`config.mk`:
```
export PLATFORM = sky130hd
export DESIGN_NAME = jtframe_frame_sig
export DESIGN_NICKNAME = d
export VERILOG_FILES = /design/src/rtl/jtframe_frame_sig.sv
export SDC_FILE = /design/constraint.sdc
export NUM_CORES = 1
export LEC_CHECK = 0
export CAP_MARGIN = 10
export CELL_PAD_IN_SITES_DETAIL_PLACEMENT = 0
export CELL_PAD_IN_SITES_GLOBAL_PLACEMENT = 2
export CORE_ASPECT_RATIO = 0.8
export CORE_MARGIN = 2
export CORE_UTILIZATION = 33
export DETAILED_ROUTE_END_ITERATION = 8
export GPL_TIMING_DRIVEN = 0
export PLACE_DENSITY = 0.83
export SLEW_MARGIN = 0
export SYNTH_ARGS = -nofsm -noshare
export SYNTH_HDL_FRONTEND = slang
export SYNTH_SLANG_ARGS = --single-unit
```
`constraint.sdc`:
```
create_clock -name clk -period 2.88 [get_ports clk]
set_input_delay 0.576 -clock clk [delete_from_list [all_inputs] [get_ports clk]]
set_output_delay 0.576 -clock clk [all_outputs]
set_load 0.01 [all_outputs]
```
`src/rtl/jtframe_frame_sig.sv`:
```
// Per-frame MISR signature and active-pixel count of the core's pixel stream, one record per frame after a skip window.
// Latency: sig/pxl_total/sig_valid one clk after the vb rising edge; observe-only, so no backpressure.
module jtframe_frame_sig #(
    parameter int CW      = 4,
    parameter int SIGW    = 32,
    parameter     POLY    = 32'h04C1_1DB7,
    parameter     SEED    = 32'hFFFF_FFFF,
    parameter int SKIP    = 0,
    parameter int NFRAMES = 0,
    parameter int PCW     = 20
) (
    input  logic            clk,
    input  logic            rst,
    input  logic            pxl_cen,
    input  logic            hb,
    input  logic            vb,
    input  logic [CW-1:0]   red,
    input  logic [CW-1:0]   green,
    input  logic [CW-1:0]   blue,
    input  logic            dwnld_busy,
    output logic [31:0]     frame_cnt,
    output logic [SIGW-1:0] sig,
    output logic [PCW-1:0]  pxl_total,
    output logic            sig_valid,
    output logic            done
);

    localparam int SKW = (SKIP > 0)    ? $clog2(SKIP + 1)    : 1;
    localparam int RPW = (NFRAMES > 0) ? $clog2(NFRAMES + 1) : 1;

    localparam logic [SIGW-1:0] L_POLY = SIGW'(POLY);
    localparam logic [SIGW-1:0] L_SEED = SIGW'(SEED);
    localparam logic [SKW-1:0]  L_SKIP = SKW'(SKIP);
    localparam logic [RPW-1:0]  L_NF   = RPW'(NFRAMES);

    typedef enum logic [1:0] {
        S_IDLE,
        S_SYNC,
        S_RUN,
        S_DONE
    } state_t;

    state_t          r_state;
    state_t          w_next;

    logic            r_vb_l;
    logic [SIGW-1:0] r_acc;
    logic [PCW-1:0]  r_pix;
    logic [SKW-1:0]  r_skip;
    logic [RPW-1:0]  r_rep;
    logic [31:0]     r_frame_cnt;
    logic [SIGW-1:0] r_sig;
    logic [PCW-1:0]  r_pxl_total;
    logic            r_sig_valid;
    logic            r_done;

    logic            w_vb_rise;
    logic            w_active;
    logic [SIGW-1:0] w_pix_ext;
    logic [SIGW-1:0] w_acc_nxt;
    logic [RPW-1:0]  w_rep_inc;

    logic            w_clear;
    logic            w_clr_ctr;
    logic            w_step;
    logic            w_frame_inc;
    logic            w_skip_inc;
    logic            w_report;
    logic            w_enter_done;

    assign w_vb_rise = vb & ~r_vb_l;
    assign w_active  = pxl_cen & ~hb & ~vb;
    assign w_pix_ext = SIGW'({red, green, blue});
    assign w_acc_nxt = {r_acc[SIGW-2:0], 1'b0}
                     ^ (r_acc[SIGW-1] ? L_POLY : {SIGW{1'b0}})
                     ^ w_pix_ext;
    assign w_rep_inc = r_rep + 1'b1;

    always_comb begin
        w_next       = r_state;
        w_clear      = 1'b0;
        w_clr_ctr    = 1'b0;
        w_step       = 1'b0;
        w_frame_inc  = 1'b0;
        w_skip_inc   = 1'b0;
        w_report     = 1'b0;
        w_enter_done = 1'b0;
        case (r_state)
            S_IDLE: begin
                w_clear   = 1'b1;
                w_clr_ctr = 1'b1;
                if (!dwnld_busy) begin
                    w_next = S_SYNC;
                end
            end
            S_SYNC: begin
                if (dwnld_busy) begin
                    w_next    = S_IDLE;
                    w_clear   = 1'b1;
                    w_clr_ctr = 1'b1;
                end else if (w_vb_rise) begin
                    // the partial frame seen before this edge is dropped uncounted
                    w_next    = S_RUN;
                    w_clear   = 1'b1;
                    w_clr_ctr = 1'b1;
                end
            end
            S_RUN: begin
                if (dwnld_busy) begin
                    w_next    = S_IDLE;
                    w_clear   = 1'b1;
                    w_clr_ctr = 1'b1;
                end else if (w_vb_rise) begin
                    w_frame_inc = 1'b1;
                    w_clear     = 1'b1;
                    if (r_skip < L_SKIP) begin
                        w_skip_inc = 1'b1;
                    end else begin
                        w_report = 1'b1;
                        if ((NFRAMES != 0) && (w_rep_inc == L_NF)) begin
                            w_next       = S_DONE;
                            w_enter_done = 1'b1;
                        end
                    end
                end else if (w_active) begin
                    w_step = 1'b1;
                end
            end
            S_DONE: begin
                if (dwnld_busy) begin
                    w_next    = S_IDLE;
                    w_clear   = 1'b1;
                    w_clr_ctr = 1'b1;
                end else if (w_vb_rise) begin
                    w_frame_inc = 1'b1;
                end
            end
            default: begin
                w_next = S_IDLE;
            end
        endcase
    end

    always_ff @(posedge clk) begin
        if (rst) begin
            r_state     <= S_IDLE;
            r_vb_l      <= 1'b0;
            r_acc       <= L_SEED;
            r_pix       <= '0;
            r_skip      <= '0;
            r_rep       <= '0;
            r_frame_cnt <= '0;
            r_sig       <= '0;
            r_pxl_total <= '0;
            r_sig_valid <= 1'b0;
            r_done      <= 1'b0;
        end else begin
            r_state     <= w_next;
            r_vb_l      <= vb;
            r_sig_valid <= w_report;

            if (w_frame_inc) begin
                r_frame_cnt <= r_frame_cnt + 32'd1;
            end

            if (w_clear) begin
                r_acc <= L_SEED;
                r_pix <= '0;
            end else if (w_step) begin
                r_acc <= w_acc_nxt;
                if (~&r_pix) begin
                    r_pix <= r_pix + 1'b1;
                end
            end

            if (w_clr_ctr) begin
                r_skip <= '0;
                r_rep  <= '0;
            end else begin
                if (w_skip_inc) begin
                    r_skip <= r_skip + 1'b1;
                end
                if (w_report && ~&r_rep) begin
                    r_rep <= w_rep_inc;
                end
            end

            if (w_report) begin
                r_sig       <= r_acc;
                r_pxl_total <= r_pix;
            end

            if (w_enter_done) begin
                r_done <= 1'b1;
            end
        end
    end

    assign frame_cnt = r_frame_cnt;
    assign sig       = r_sig;
    assign pxl_total = r_pxl_total;
    assign sig_valid = r_sig_valid;
    assign done      = r_done;

endmodule

```
==> impl_metrics.ini <==
[run_status]
status = complete, no violations

[placement]
dp_hpwl_um = 10700
dp_slack_ps = -340
gp_congestion = 0.801
io_buffers = 100

[floorplan]
fp.dieW_um = 152
rows = 43
core_um2 = 17300
die-area_um2 = 18700
ios = 104
start_util_pct = 33.6
die_h_um = 123

[run]
cap_violations = 0

[route]
wirelength_um = 14900
drt-pass1-iter-count = 5
drt-vias-per-instance = 4.85
wl_per_cell_um = 14.2
drcViolationCount = 0
vias = 5085
drt_iter0_markers = 235
final_antenna_net_count = 0

[clocking]
cts_tree = done
cts_sinks = 140
cts_max_level = 4
clk_pin_slew_worst_paths_ps = 60
clk_path_buf_depth = 2
cts_buffers = 17
root_buffer = clkbuf_16
cts_hold_buf = 0
clk_latency_ps = 430

[timing]
finalHoldViolCount = 0
rsz0062_at_grt = no
finalCritPeriodShare_pct = 84.9
period_needed_ps = 2450
setup_violations = 0
worst_pin_slew_ps = 790
fin_skew_ps = 11.4
slew_viol_final = 0
setup_ws_ps = 434
maxSlewHeadroom_pct = 46.0
fmax_mhz = 409

[cells_and_area]
drive_above_1_share_pct = 5.83
fillers = 1697
n_antenna_cell = 0
area_delta_synth_final_pct = 33.8
layout.nets = 836

[logic_synthesis]
ys.flop_type = dfxtp_1
syn-num-nets = 717
synth_edf_count = 0
synth_compound_area_share_pct = 12.0
yosysMostFrequentCell = nand2_1
post_synth_fa_ha_maj_area_fraction_pct = 1.51
synth_area_leader_cell = dfxtp_1
synth_top_cell_area_share_pct = 48.3
syn-instance-count = 692
synthTopCellsByCount = nand2_1, dfxtp_1, a21oi_1, nor2_1, clkbuf_1
syn-cell-area_um2 = 5800
avgSynthCellArea_um2 = 8.38
synthArstFlopShare_pct = 0
synth.area.mux_share_pct = 0.518
yosysSeqAreaShare_pct = 48.3
synth-xor-area-share_pct = 8.76
yosysUniqueCellTypes = 47
ys_ff_latch = 140
ys_warn_count = 0
synth_top_family_by_area = simple AND/OR/NAND/NOR gates
synth-simple-area-share_pct = 25.5
synthTopCellsByArea = dfxtp_1, nand2_1, a21oi_1

[grt]
gr-total-overflow = 0
grt_use_total_pct = 16.6
grt_start_max_net_pins = 17
grt_pass1_vias = 4916
antenna_found_initial = 0
grt_pass1_wl_um = 24800

[power_and_ir_drop]
pwr_density_cell_nw_per_um2 = 601
power_mw = 4.66
p_leak_nw = 2.73
vdd_ir_drop_max_v = 0.000386

[critical_path]
cp.required_ps = 3240
end_kind = flip-flop
path_class = input port to flip-flop
cp_max_fo = 10
start_kind = input port
worstPathArrival_ps = 2800

[min_path]
hold_path.class = flip-flop to flip-flop
## registers in the layout, indices dropped and copies added (netlist names)
signal / cells
frame_cnt: 32
r_acc: 32
sig: 32
pxl_total: 20
r_pix: 20
r_state: 2
r_vb_l: 1
sig_valid: 1
## cell families after synthesis
group | after synthesis
buffers and inverters | 50
AND/OR/NAND/NOR | 317
XOR/XNOR | 58
adder cells (fa/ha/maj) | 7
AO/OA/AOI/OAI | 116
multiplexers | 3
flip-flops | 140
other | 1
## where the power goes
| group | total [mW] | internal [mW] | switching, mW | leakage, nW |
|---|---|---|---|---|
| registers | 1.97 | 1.95 | 0.0123 | 1.13 |
| logic | 0.237 | 0.0906 | 0.146 | 1.28 |
| clock network | 2.46 | 1.63 | 0.829 | 0.320 |
| total | 4.66 | 3.68 | 0.988 | 2.73 |
## final timing paths
path | endpoint | start | slack, ps | cells past startpoint
setup reg to reg | r_acc[1]$_SDFFE_PP1P_ | r_state[0]$_SDFFE_PP0P_ | 460 | 7
hold / removal | pxl_total[18]$_SDFFE_PP0P_ | pxl_total[18]$_SDFFE_PP0P_ | 450 | 2
hold reg to reg | pxl_total[18]$_SDFFE_PP0P_ | pxl_total[18]$_SDFFE_PP0P_ | 450 | 2
setup / recovery | frame_cnt[30]$_SDFFE_PP0P_ | vb | 430 | 8
## through the flow
stage          TNS, ps  util [%]  instances  instance area (um^2)  hold slack [ps]
2_1_floorplan        0         -        692                  5800              445
3_3_place_gp    -13580      41.0       1017                  7080              443
3_5_place_dp    -13640      41.0       1017                  7080              449
4_1_cts              0      44.9       1049                  7750              458
5_1_grt              0      44.9       1049                  7760              476
6_report             0      44.9       1049                  7760              454
## layer usage
metal	global-route usage, %	wire [um]	vias up
met5	0	0	-
met4	6.66	215	0
met3	4.52	754	15
met2	24.8	6480	126
met1	22.7	7410	2355
li1	-	-	2589
## worst max-delay path, stage by stage
cell	delay, ps
clkdlybuf4s50_1	520
nand2b_1	120
buf_2	210
nor4_1	420
buf_2	320
nand3_1	150
or3_1	350
a21oi_1	140
## cell type report
cell class | count | area [um^2] | area share [%]
multi-input cells | 502 | 2810 | 36.2
flip-flops and latches | 140 | 2800 | 36.1
repair buffers | 100 | 1000 | 12.9
clock buffers | 23 | 488 | 6.29
well taps | 225 | 282 | 3.63
clock inverters | 9 | 183 | 2.35
plain buffers | 45 | 178 | 2.29
inverters | 5 | 18.8 | 0.242
## cells in the final DEF, fill, tap and decap left out, types with 2 or more instances in the layout
cell,count
ha_1,7
nand2b_1,2
and2_1,3
nor3_1,3
a311oi_1,2
nand2_1,170
clkinv_4,2
clkbuf_8,4
a31oi_1,2
nor4_1,6
clkdlybuf4s50_1,100
o21ai_0,13
or3_1,13
xor2_1,29
xnor2_1,29
buf_2,4
dfxtp_1,140
clkinvlp_4,2
inv_1,5
nor3_2,2
and3_1,7
buf_1,2
nand3_1,32
mux2i_1,3
o211ai_1,19
a21oi_1,71
bufinv_16,5
clkbuf_16,17
and4_1,7
clkbuf_1,40
nand4_1,18
nor2_1,44
## timing repair
item,4_1_cts,5_1_grt
gates resized for setup,0,1
setup endpoints to repair,0,4
hold endpoints to repair,0,0
buffers inserted,0,0
Power figures use the tool's default switching activity.
